$ cat src/rtl/gcd_operand_loader.sv
// Operand entry stage for the GCD core: debounced key, two switch captures, start pulse,
// result latch for the LEDs. Zero operands are diverted to ERR before the core is started.
module gcd_operand_loader #(
   parameter int WIDTH           = 8,
   parameter int DEBOUNCE_CYCLES = 16
) (
   input  logic             CLOCK_125_p,
   input  logic             rst,
   input  logic [WIDTH-1:0] sw,
   input  logic             key_n,
   output logic             start,
   output logic [WIDTH-1:0] a_out,
   output logic [WIDTH-1:0] b_out,
   input  logic             done,
   input  logic [WIDTH-1:0] result,
   output logic [WIDTH-1:0] result_out,
   output logic             result_valid,
   output logic             err,
   output logic [1:0]       phase
);

   // state  | meaning
   // IDLE_A | waiting for the press that captures operand A
   // WAIT_B | A held, waiting for the press that captures operand B
   // START  | one-cycle start pulse to the core
   // BUSY   | core running, waiting for done
   // SHOW   | result latched and shown, next press returns to IDLE_A
   // ERR    | an operand was zero, next press returns to IDLE_A
   typedef enum logic [2:0] {
      S_IDLE_A = 3'd0,
      S_WAIT_B = 3'd1,
      S_START  = 3'd2,
      S_BUSY   = 3'd3,
      S_SHOW   = 3'd4,
      S_ERR    = 3'd5
   } state_t;

   localparam int CNT_W = (DEBOUNCE_CYCLES > 2) ? $clog2(DEBOUNCE_CYCLES) : 1;
   localparam logic [CNT_W-1:0] CNT_LAST = CNT_W'(DEBOUNCE_CYCLES - 1);

   state_t           state;
   state_t           state_nxt;
   logic             key_s1;
   logic             key_s2;
   logic             key_lvl;
   logic             key_lvl_d;
   logic [CNT_W-1:0] db_cnt;
   logic             press;
   logic             load_a;
   logic             load_b;
   logic             load_res;
   logic             clear;

   // The counter measures the current run of cycles where the synchronized key disagrees
   // with the accepted level; any agreeing cycle restarts the run.
   always_ff @(posedge CLOCK_125_p or negedge rst) begin
      if (!rst) begin
         key_s1    <= 1'b1;
         key_s2    <= 1'b1;
         key_lvl   <= 1'b1;
         key_lvl_d <= 1'b1;
         db_cnt    <= '0;
         press     <= 1'b0;
      end else begin
         key_s1    <= key_n;
         key_s2    <= key_s1;
         key_lvl_d <= key_lvl;
         press     <= key_lvl_d & ~key_lvl;
         if (key_s2 == key_lvl) begin
            db_cnt <= '0;
         end else if (db_cnt == CNT_LAST) begin
            key_lvl <= key_s2;
            db_cnt  <= '0;
         end else begin
            db_cnt <= db_cnt + 1'b1;
         end
      end
   end

   always_ff @(posedge CLOCK_125_p or negedge rst) begin
      if (!rst) begin
         state <= S_IDLE_A;
      end else begin
         state <= state_nxt;
      end
   end

   always_comb begin
      state_nxt    = state;
      load_a       = 1'b0;
      load_b       = 1'b0;
      load_res     = 1'b0;
      clear        = 1'b0;
      start        = 1'b0;
      result_valid = 1'b0;
      err          = 1'b0;
      phase        = 2'b00;
      case (state)
         S_IDLE_A: begin
            if (press) begin
               load_a    = 1'b1;
               state_nxt = S_WAIT_B;
            end
         end
         S_WAIT_B: begin
            phase = 2'b01;
            if (press) begin
               load_b    = 1'b1;
               state_nxt = ((a_out == '0) || (sw == '0)) ? S_ERR : S_START;
            end
         end
         S_START: begin
            phase     = 2'b10;
            start     = 1'b1;
            state_nxt = S_BUSY;
         end
         S_BUSY: begin
            phase = 2'b10;
            if (done) begin
               load_res  = 1'b1;
               state_nxt = S_SHOW;
            end
         end
         S_SHOW: begin
            phase        = 2'b11;
            result_valid = 1'b1;
            if (press) begin
               clear     = 1'b1;
               state_nxt = S_IDLE_A;
            end
         end
         S_ERR: begin
            phase = 2'b11;
            err   = 1'b1;
            if (press) begin
               clear     = 1'b1;
               state_nxt = S_IDLE_A;
            end
         end
         default: begin
            state_nxt = S_IDLE_A;
         end
      endcase
   end

   // Operands stay put from START until the next return to IDLE_A so the core sees stable inputs.
   always_ff @(posedge CLOCK_125_p or negedge rst) begin
      if (!rst) begin
         a_out      <= '0;
         b_out      <= '0;
         result_out <= '0;
      end else if (clear) begin
         a_out      <= '0;
         b_out      <= '0;
         result_out <= '0;
      end else begin
         if (load_a) begin
            a_out <= sw;
         end
         if (load_b) begin
            b_out <= sw;
         end
         if (load_res) begin
            result_out <= result;
         end
      end
   end

endmodule

$ cat config.mk
export PLATFORM = sky130hd
export DESIGN_NAME = gcd_operand_loader
export DESIGN_NICKNAME = d
export VERILOG_FILES = /design/src/rtl/gcd_operand_loader.sv
export SDC_FILE = /design/constraint.sdc
export NUM_CORES = 1
export LEC_CHECK = 0
export BUFFER_PORTS_ARGS = -buffer_cell sky130_fd_sc_hd__buf_2
export CORE_AREA = 2 2 63 65
export CTS_CLUSTER_DIAMETER = 60
export DETAILED_ROUTE_END_ITERATION = 8
export DIE_AREA = 0 0 65 67
export GPL_TIMING_DRIVEN = 0
export PLACE_DENSITY = 0.74
export SLEW_MARGIN = 5
export SYNTH_ARGS = -nofsm -noshare
export SYNTH_HDL_FRONTEND = slang
export SYNTH_SLANG_ARGS = --single-unit
$ cat constraint.sdc
create_clock -name CLOCK_125_p -period 1.5 [get_ports CLOCK_125_p]
set_clock_uncertainty 0.1 [all_clocks]
set_input_delay 0.075 -clock CLOCK_125_p [delete_from_list [all_inputs] [get_ports CLOCK_125_p]]
set_output_delay 0.075 -clock CLOCK_125_p [all_outputs]
set_load 0.03 [all_outputs]
==> summary.txt, run 1 <==
Synth
  • Most common cell in the netlist: dfrtp_1
  • EDFF count, synth: 0
  • Post-synthesis sequential area ratio: 0.5862
  • Main synth FF type: dfrtp_1
  • Syn. warnings: 0
  • Synth Area in Compound Gates: 0.08502
  • Synth top area cells: dfrtp_1, dfstp_2, nand2_1, a21oi_1, mux2i_1
  • Ys async rst share: 1.000
  • Main combinational cell family by area after synthesis: simple AND/OR/NAND/NOR gates
  • Post-Syn Instances: 143
  • Xor/xnor share of the synthesized area: 0.01134
  • Top cell type's share of synthesized area: 0.5182
  • Area leader, netlist: dfrtp_1
  • Avg Cell Area, Syn: 10.81 µm²
  • Mapped Nets: 164
  • Mux contribution to synthesized area: 0.08340
  • Distinct cells, synth: 35
  • Post-synthesis register bit count: 36
  • Synth Area in Adders: 0.008097
  • Synth cell count leaders: dfrtp_1, nand2_1, a21oi_1
  • Post-Synth Simple-Gate Area: 0.1951
  • Post-Syn Area: 1545 µm²

CTS
  • CTS HTree Levels: 2
  • CTS tree: built
  • Clock Pin Slew Worst Setup and Hold Paths: 0.06 ns
  • Worst-Skew Late Latency: 0.28 ns
  • Clock sink total: 36
  • Root Buffer: clkbuf_8
  • CTS max path bufs: 2
  • TritonCTS Buffers: 5

Floorplanning
  • Die Wd: 65 µm
  • Initial core utilization: 0.4285
  • Chip height: 67 µm
  • Top-Level Pins: 49
  • Row Count: 22
  • Die ar.: 4355 µm²
  • CORE AREA: 3606 µm²

Global routing
  • Gr usage total: 0.1710
  • GR Util met3: 0.04561
  • GRT Residual Overflow: 0
  • GR peak layer: met2
  • M2 GR Usage: 0.2784
  • Initial antenna violation count: 0
  • First-pass GRT wire length: 5.589 mm
  • Pin count of the biggest net entering global routing: 37
  • Met1 Use GR: 0.2096
  • Vias in the first global route: 1,249

Finish
  • Fillers: 313
  • # diodes: 0
  • Fin area: 2133 µm²
  • Fraction of layout cells with a size suffix above 1: 0.3565
  • # nets final: 236
  • P&R area growth vs syn: 38.06%
  • Multi-input combinational cell area: 621.8 µm²
  • Sequential standard cell area: 907.1 µm²

Worst setup path
  • Crit Path Category: register to output port
  • Data required, critical path: 1.32 ns
  • Worst setup SP type: register
  • Crit-path cells: nor2_2 > and2_1 > buf_2
  • Slowest stage delay, CP: 0.46 ns
  • Critical Path AT: 1.27 ns
  • Worst Setup End Kind: output port
  • Critical Path Slowest Stage Cell: dfrtp_1
  • Crit-path max FO: 8

STA
  • Max Freq: 692.1 MHz
  • Worst Max-Slew Pin Slew: 0.7887 ns
  • Slew headroom: 0.4742
  • Hold Vio Cnt, Final: 0
  • RSZ-0062 raised after global routing: yes
  • Clock period minus worst slack: 1.445 ns
  • Final Max Tran Viols: 0
  • Period Utilization, post-route: 0.9632
  • Worst setup margin: 0.05515 ns
  • Setup TNS: 0 ns
  • Final setup violation count: 0

Place
  • Worst slack, placed: -0.04676 ns
  • Placement Cell Area: 1851 µm²
  • DP HPWL: 2.259 mm
  • Buffers added on ports: 48
  • Final Wtd Congestion: 0.8269

Power
  • Max VDD drop: 0.5803 mV
  • Power per cell area: 827.4 nW/µm²
  • Static leakage: 0.001125 µW
  • Final total power: 1765 µW

Drt
  • Initial DRT Pass Iterations: 4
  • Vias/cell: 4.962
  • Drt drc: 0
  • Drt total wl: 3.412 mm
  • Via count: 1,310
  • Wire length per cell: 12.92 µm
  • Post-route ant nets: 0
  • Initial DRC count: 86

Run status
  • Status: finished, final reports clean

Run
  • Total of max-cap violations: 0

Min path
  • Worst Hold Class: primary input to register
[final timing paths]
path	from	endpoint	slack, ns	cells past startpoint
hold reg to reg	key_s1	key_s2	0.26	0
setup / recovery	state[0]	start	0.06	3
max in group asynchronous	rst	state[2]	0.44	2
setup reg to reg	state[0]	b_out[0]	0.08	4
min in group asynchronous	rst	result_out[6]	0.32	2
hold / removal	sw[0]	b_out[0]	0.05	3
[per-stage QoR]
step                  util  std cells  hold WS (ns)
floorplan                -        143       -0.3206
global placement    0.5132        239       0.08051
detailed placement  0.5132        239       0.08115
CTS                 0.5836        263       0.05556
global route        0.5916        264       0.07297
finish              0.5916        264       0.04966
[cells by family (layout without fill, tap and decap cells)]
family | count (synthesis) | after routing
and+or+nand+nor | 59 | 59
DFF | 36 | 36
AOI/OAI and AO/OA | 23 | 23
muxes | 12 | 12
buffers and inverters | 10 | 83
xor gates and xnor gates | 2 | 2
adders and majority gates | 1 | 1
[critical path: cells and delay by family, from the launching register on]
family	cells	cell delay [ns]
flip-flops	1	0.46
AND/OR/NAND/NOR	2	0.34
buffers and inverters	1	0.19
[flip-flops by register name (all words and copies together) (netlist names)]
name	cells
result_out	8
key_lvl_d	1
key_s2	1
key_lvl	1
db_cnt	4
press	1
b_out	8
state	3
a_out	8
key_s1	1
[cell type report]
class,count,share of cell area
plain buffers,4,0.01408
clock buffers,7,0.03578
clock inverters,1,0.002346
inverters,6,0.01056
multi-input cells,97,0.2915
flip-flops and latches,36,0.4252
well taps,48,0.02815
repair buffers,65,0.1924
[cell usage in the layout (no fill, tap or decap), drive strengths merged, types with 2 or more instances in the layout]
cell / count
dfstp: 4
dlygate4sd3: 15
mux2: 7
or4: 2
nand3: 2
nor2: 5
nor2b: 3
and2: 6
nand2: 30
a21oi: 12
clkbuf: 10
xnor2: 2
mux2i: 5
nor4: 2
o21ai: 6
buf: 51
nand2b: 3
and2b: 2
dfrtp: 32
inv: 6
[timing repair]
action,CTS,global route
setup buffers,1,1
setup endpoints to repair,4,22
hold buffers,15,0
gates resized for setup,3,8
endpoints found under the hold margin,51,0
[per-layer routing]
| metal | vias to the layer above | share of wire |
|---|---|---|
| li1 | 629 | - |
| met1 | 634 | 0.44 |
| met2 | 39 | 0.48 |
| met3 | 8 | 0.051 |
| met4 | 0 | 0.022 |
| met5 | - | 0 |
[report_power, final]
part	total, µW	internal [µW]	switching [µW]
sequential	999	987	12.1
clock	636	325	311
combinational	130	64.9	65.0
Note: power is estimated with default switching activity, not from simulation.
==> inputs of run 2 (changes only) <==
ABC_AREA = 1   (was default)
PLACE_DENSITY = 0.75   (was 0.74)
clock period = 1.8 ns   (was 1.5 ns; I/O delays follow)
==> summary.txt, run 2 <==
Finish
  • Top Registers: a_out x8, b_out x8, result_out x8
  • Fraction of layout cells with a size suffix above 1: 0.2918
  • # diodes: 0
  • Filler-free cell count of the finished design: 305
  • Fin area: 2170 µm²
  • # nets final: 277
  • Commonest non-fill, non-tap cells in the layout: nand2_1, buf_2, dfrtp_1
  • Commonest non-fill, non-tap cell in the layout: nand2_1
  • P&R area growth vs syn: 37.40%

Worst setup path
  • Crit-path cells: inv_2 > nand2_1 > a21oi_2 > o21bai_1 > buf_2
  • Worst Setup End Kind: output port
  • Worst setup SP type: register
  • Critical Path AT: 1.46 ns
  • RR Startpoint: state[1]
  • Worst r2r dst: a_out[2]
  • Worst reg2reg path depth: 7
  • Slowest stage delay, CP: 0.42 ns
  • Crit-path max FO: 5
  • Crit Path Category: register to output port
  • Register-to-Register Setup Slack: 0.24 ns
  • Data required, critical path: 1.61 ns
  • Crit path max-delay family: flip-flops
  • Crit path launch: state[1]
  • Critical Path Slowest Stage Cell: dfrtp_1
  • Buffers & Inverters on Critical Path: 2

CTS
  • Clock sink total: 36
  • CTS max path bufs: 2
  • CTS tree: built
  • CTS resizes: 0
  • Clock Pin Slew Worst Setup and Hold Paths: 0.07 ns
  • CTS HTree Levels: 2
  • Worst-Skew Late Latency: 0.29 ns
  • TritonCTS Buffers: 5
  • Root Buffer: clkbuf_8

Power
  • Max VDD drop: 0.5371 mV
  • Static leakage: 0.001233 µW
  • Power per cell area: 722.5 nW/µm²

STA
  • Setup TNS: 0 ns
  • Max Freq: 604.2 MHz
  • Slew headroom: 0.5018
  • Clock period minus worst slack: 1.655 ns
  • Final setup violation count: 0
  • RSZ-0062 raised after global routing: no
  • Fin Hold WS: 0.2572 ns
  • Period Utilization, post-route: 0.9194
  • Worst Max-Slew Pin Slew: 0.7473 ns
  • Final Max Tran Viols: 0
  • Hold Vio Cnt, Final: 0

Min path
  • Number of cells on the worst hold path: 0
  • Worst hold start: key_s1
  • Min-Delay Endpoint: key_s2
  • Worst Hold Class: register to register

Floorplanning
  • Chip height: 67 µm
  • Row Count: 22
  • CORE AREA: 3606 µm²
  • Top-Level Pins: 49
  • Die Wd: 65 µm
  • Die ar.: 4355 µm²
  • Initial core utilization: 0.4379

Run
  • Total of max-cap violations: 0

Synth
  • Distinct cells, synth: 25
  • Top cell type's share of synthesized area: 0.5071
  • Ys async rst share: 1.000
  • Area leader, netlist: dfrtp_1
  • Post-Syn Instances: 182
  • Synth top area cells: dfrtp_1, nand2_1, dfstp_2, inv_1, nor2_1
  • Avg Cell Area, Syn: 8.676 µm²
  • EDFF count, synth: 0
  • Syn. warnings: 0
  • Main synth FF type: dfrtp_1
  • Post-Syn Area: 1579 µm²
  • Mapped Nets: 203
  • Synth cell count leaders: nand2_1, dfrtp_1, inv_1
  • Post-synthesis sequential area ratio: 0.5737
  • Post-synthesis register bit count: 36
  • Most common cell in the netlist: nand2_1

Drt
  • Post-route ant nets: 0
  • Wire length per cell: 10.92 µm
  • Drt drc: 0
  • Via count: 1,413
  • Initial DRT Pass Iterations: 4
  • Drt total wl: 3.332 mm
  • Initial DRC count: 72
  • Vias/cell: 4.633

Place
  • Placement Cell Area: 1879 µm²
  • Dpl cells: 278
  • Buffers added on ports: 48
  • Final Wtd Congestion: 0.8205
  • DP HPWL: 2.394 mm

Global routing
  • Pin count of the biggest net entering global routing: 37
  • Vias in the first global route: 1,294
  • First-pass GRT wire length: 5.437 mm
  • GRT Residual Overflow: 0
  • Gr usage total: 0.1687
  • Initial antenna violation count: 0

Run status
  • Status: finished, final reports clean
[run 2: cell count changes in the layout (fill, tap and decap cells not counted), sizes merged, moves of 3 or more]
| cell | change |
|---|---|
| a21oi | -7 |
| mux2i | -5 |
| nand2b | -3 |
| nor2 | +12 |
| inv | +16 |
| nand3 | +9 |
| nor2b | -3 |
| dlygate4sd3 | +4 |
| and2 | -5 |
| mux2 | -6 |
| o21ai | +10 |
| nand2 | +32 |
[run 2: layout make-up]
class	count	area [µm²]
fill	322	1436
tap	48	60.06
timing repair buffer	67	430.4
sequential	36	905.9
clock buffer	8	100.1
buffer	3	23.77
multi-input combinational	121	566.8
inverter	22	82.58
[run 2: what timing repair did]
action / in CTS / in global routing
endpoints found under the hold margin: 52 / 0
hold buffers: 19 / 0
buffers inserted: 0 / 0
[run 2: worst max path at each step]
stage / to / slack, ns / depth (start not counted)
after floorplan: state[1] / 0.19 / 5
after CTS: phase[1] / 0.14 / 5
after global routing: phase[1] / 0.03 / 5
after global placement: a_out[2] / 0.29 / 7
final: phase[1] / 0.15 / 5
after detailed placement: a_out[2] / 0.26 / 7
[run 2: per-layer routing]
layer | vias up | share of wire | GRT usage
met1 | 637 | 0.44 | 0.2017
li1 | 719 | - | -
met3 | 5 | 0.060 | 0.05405
met4 | 0 | 0.015 | 0.06915
met2 | 52 | 0.48 | 0.2809
met5 | - | 0 | 0
[run 2: cell families (layout without fill, tap and decap cells)]
kind of cell             count (synthesis)  count (layout)  share of synthesized area
AND/OR/NAND/NOR                         93              93                     0.2385
adder cells (fa/ha/maj)                  1               1                   0.007923
XOR/XNOR                                 3               3                    0.01664
flip-flops                              36              36                     0.5737
buffers and inverters                   25             100                    0.06735
AO/OA/AOI/OAI                           23              23                    0.08875
multiplexers                             1               1                   0.007131
[run 2: where the power goes]
| part | switching (µW) | internal (µW) | leakage (µW) |
|---|---|---|---|
| logic | 63.9 | 60.4 | 0.000779 |
| registers | 9.86 | 824 | 0.000403 |
| clock network | 261 | 349 | 0.0000515 |
| total | 334 | 1230 | 0.00123 |
[run 2: per-stage QoR]
stage | total power [µW] | util | setup slack, ns
floorplan | 891.2 | - | 0.1858
global placement | 940.8 | 0.5212 | 0.2903
detailed placement | 942.4 | 0.5212 | 0.2617
CTS | 1587 | 0.6017 | 0.1408
global route | 1636 | 0.6017 | 0.03105
finish | 1568 | 0.6017 | 0.1451
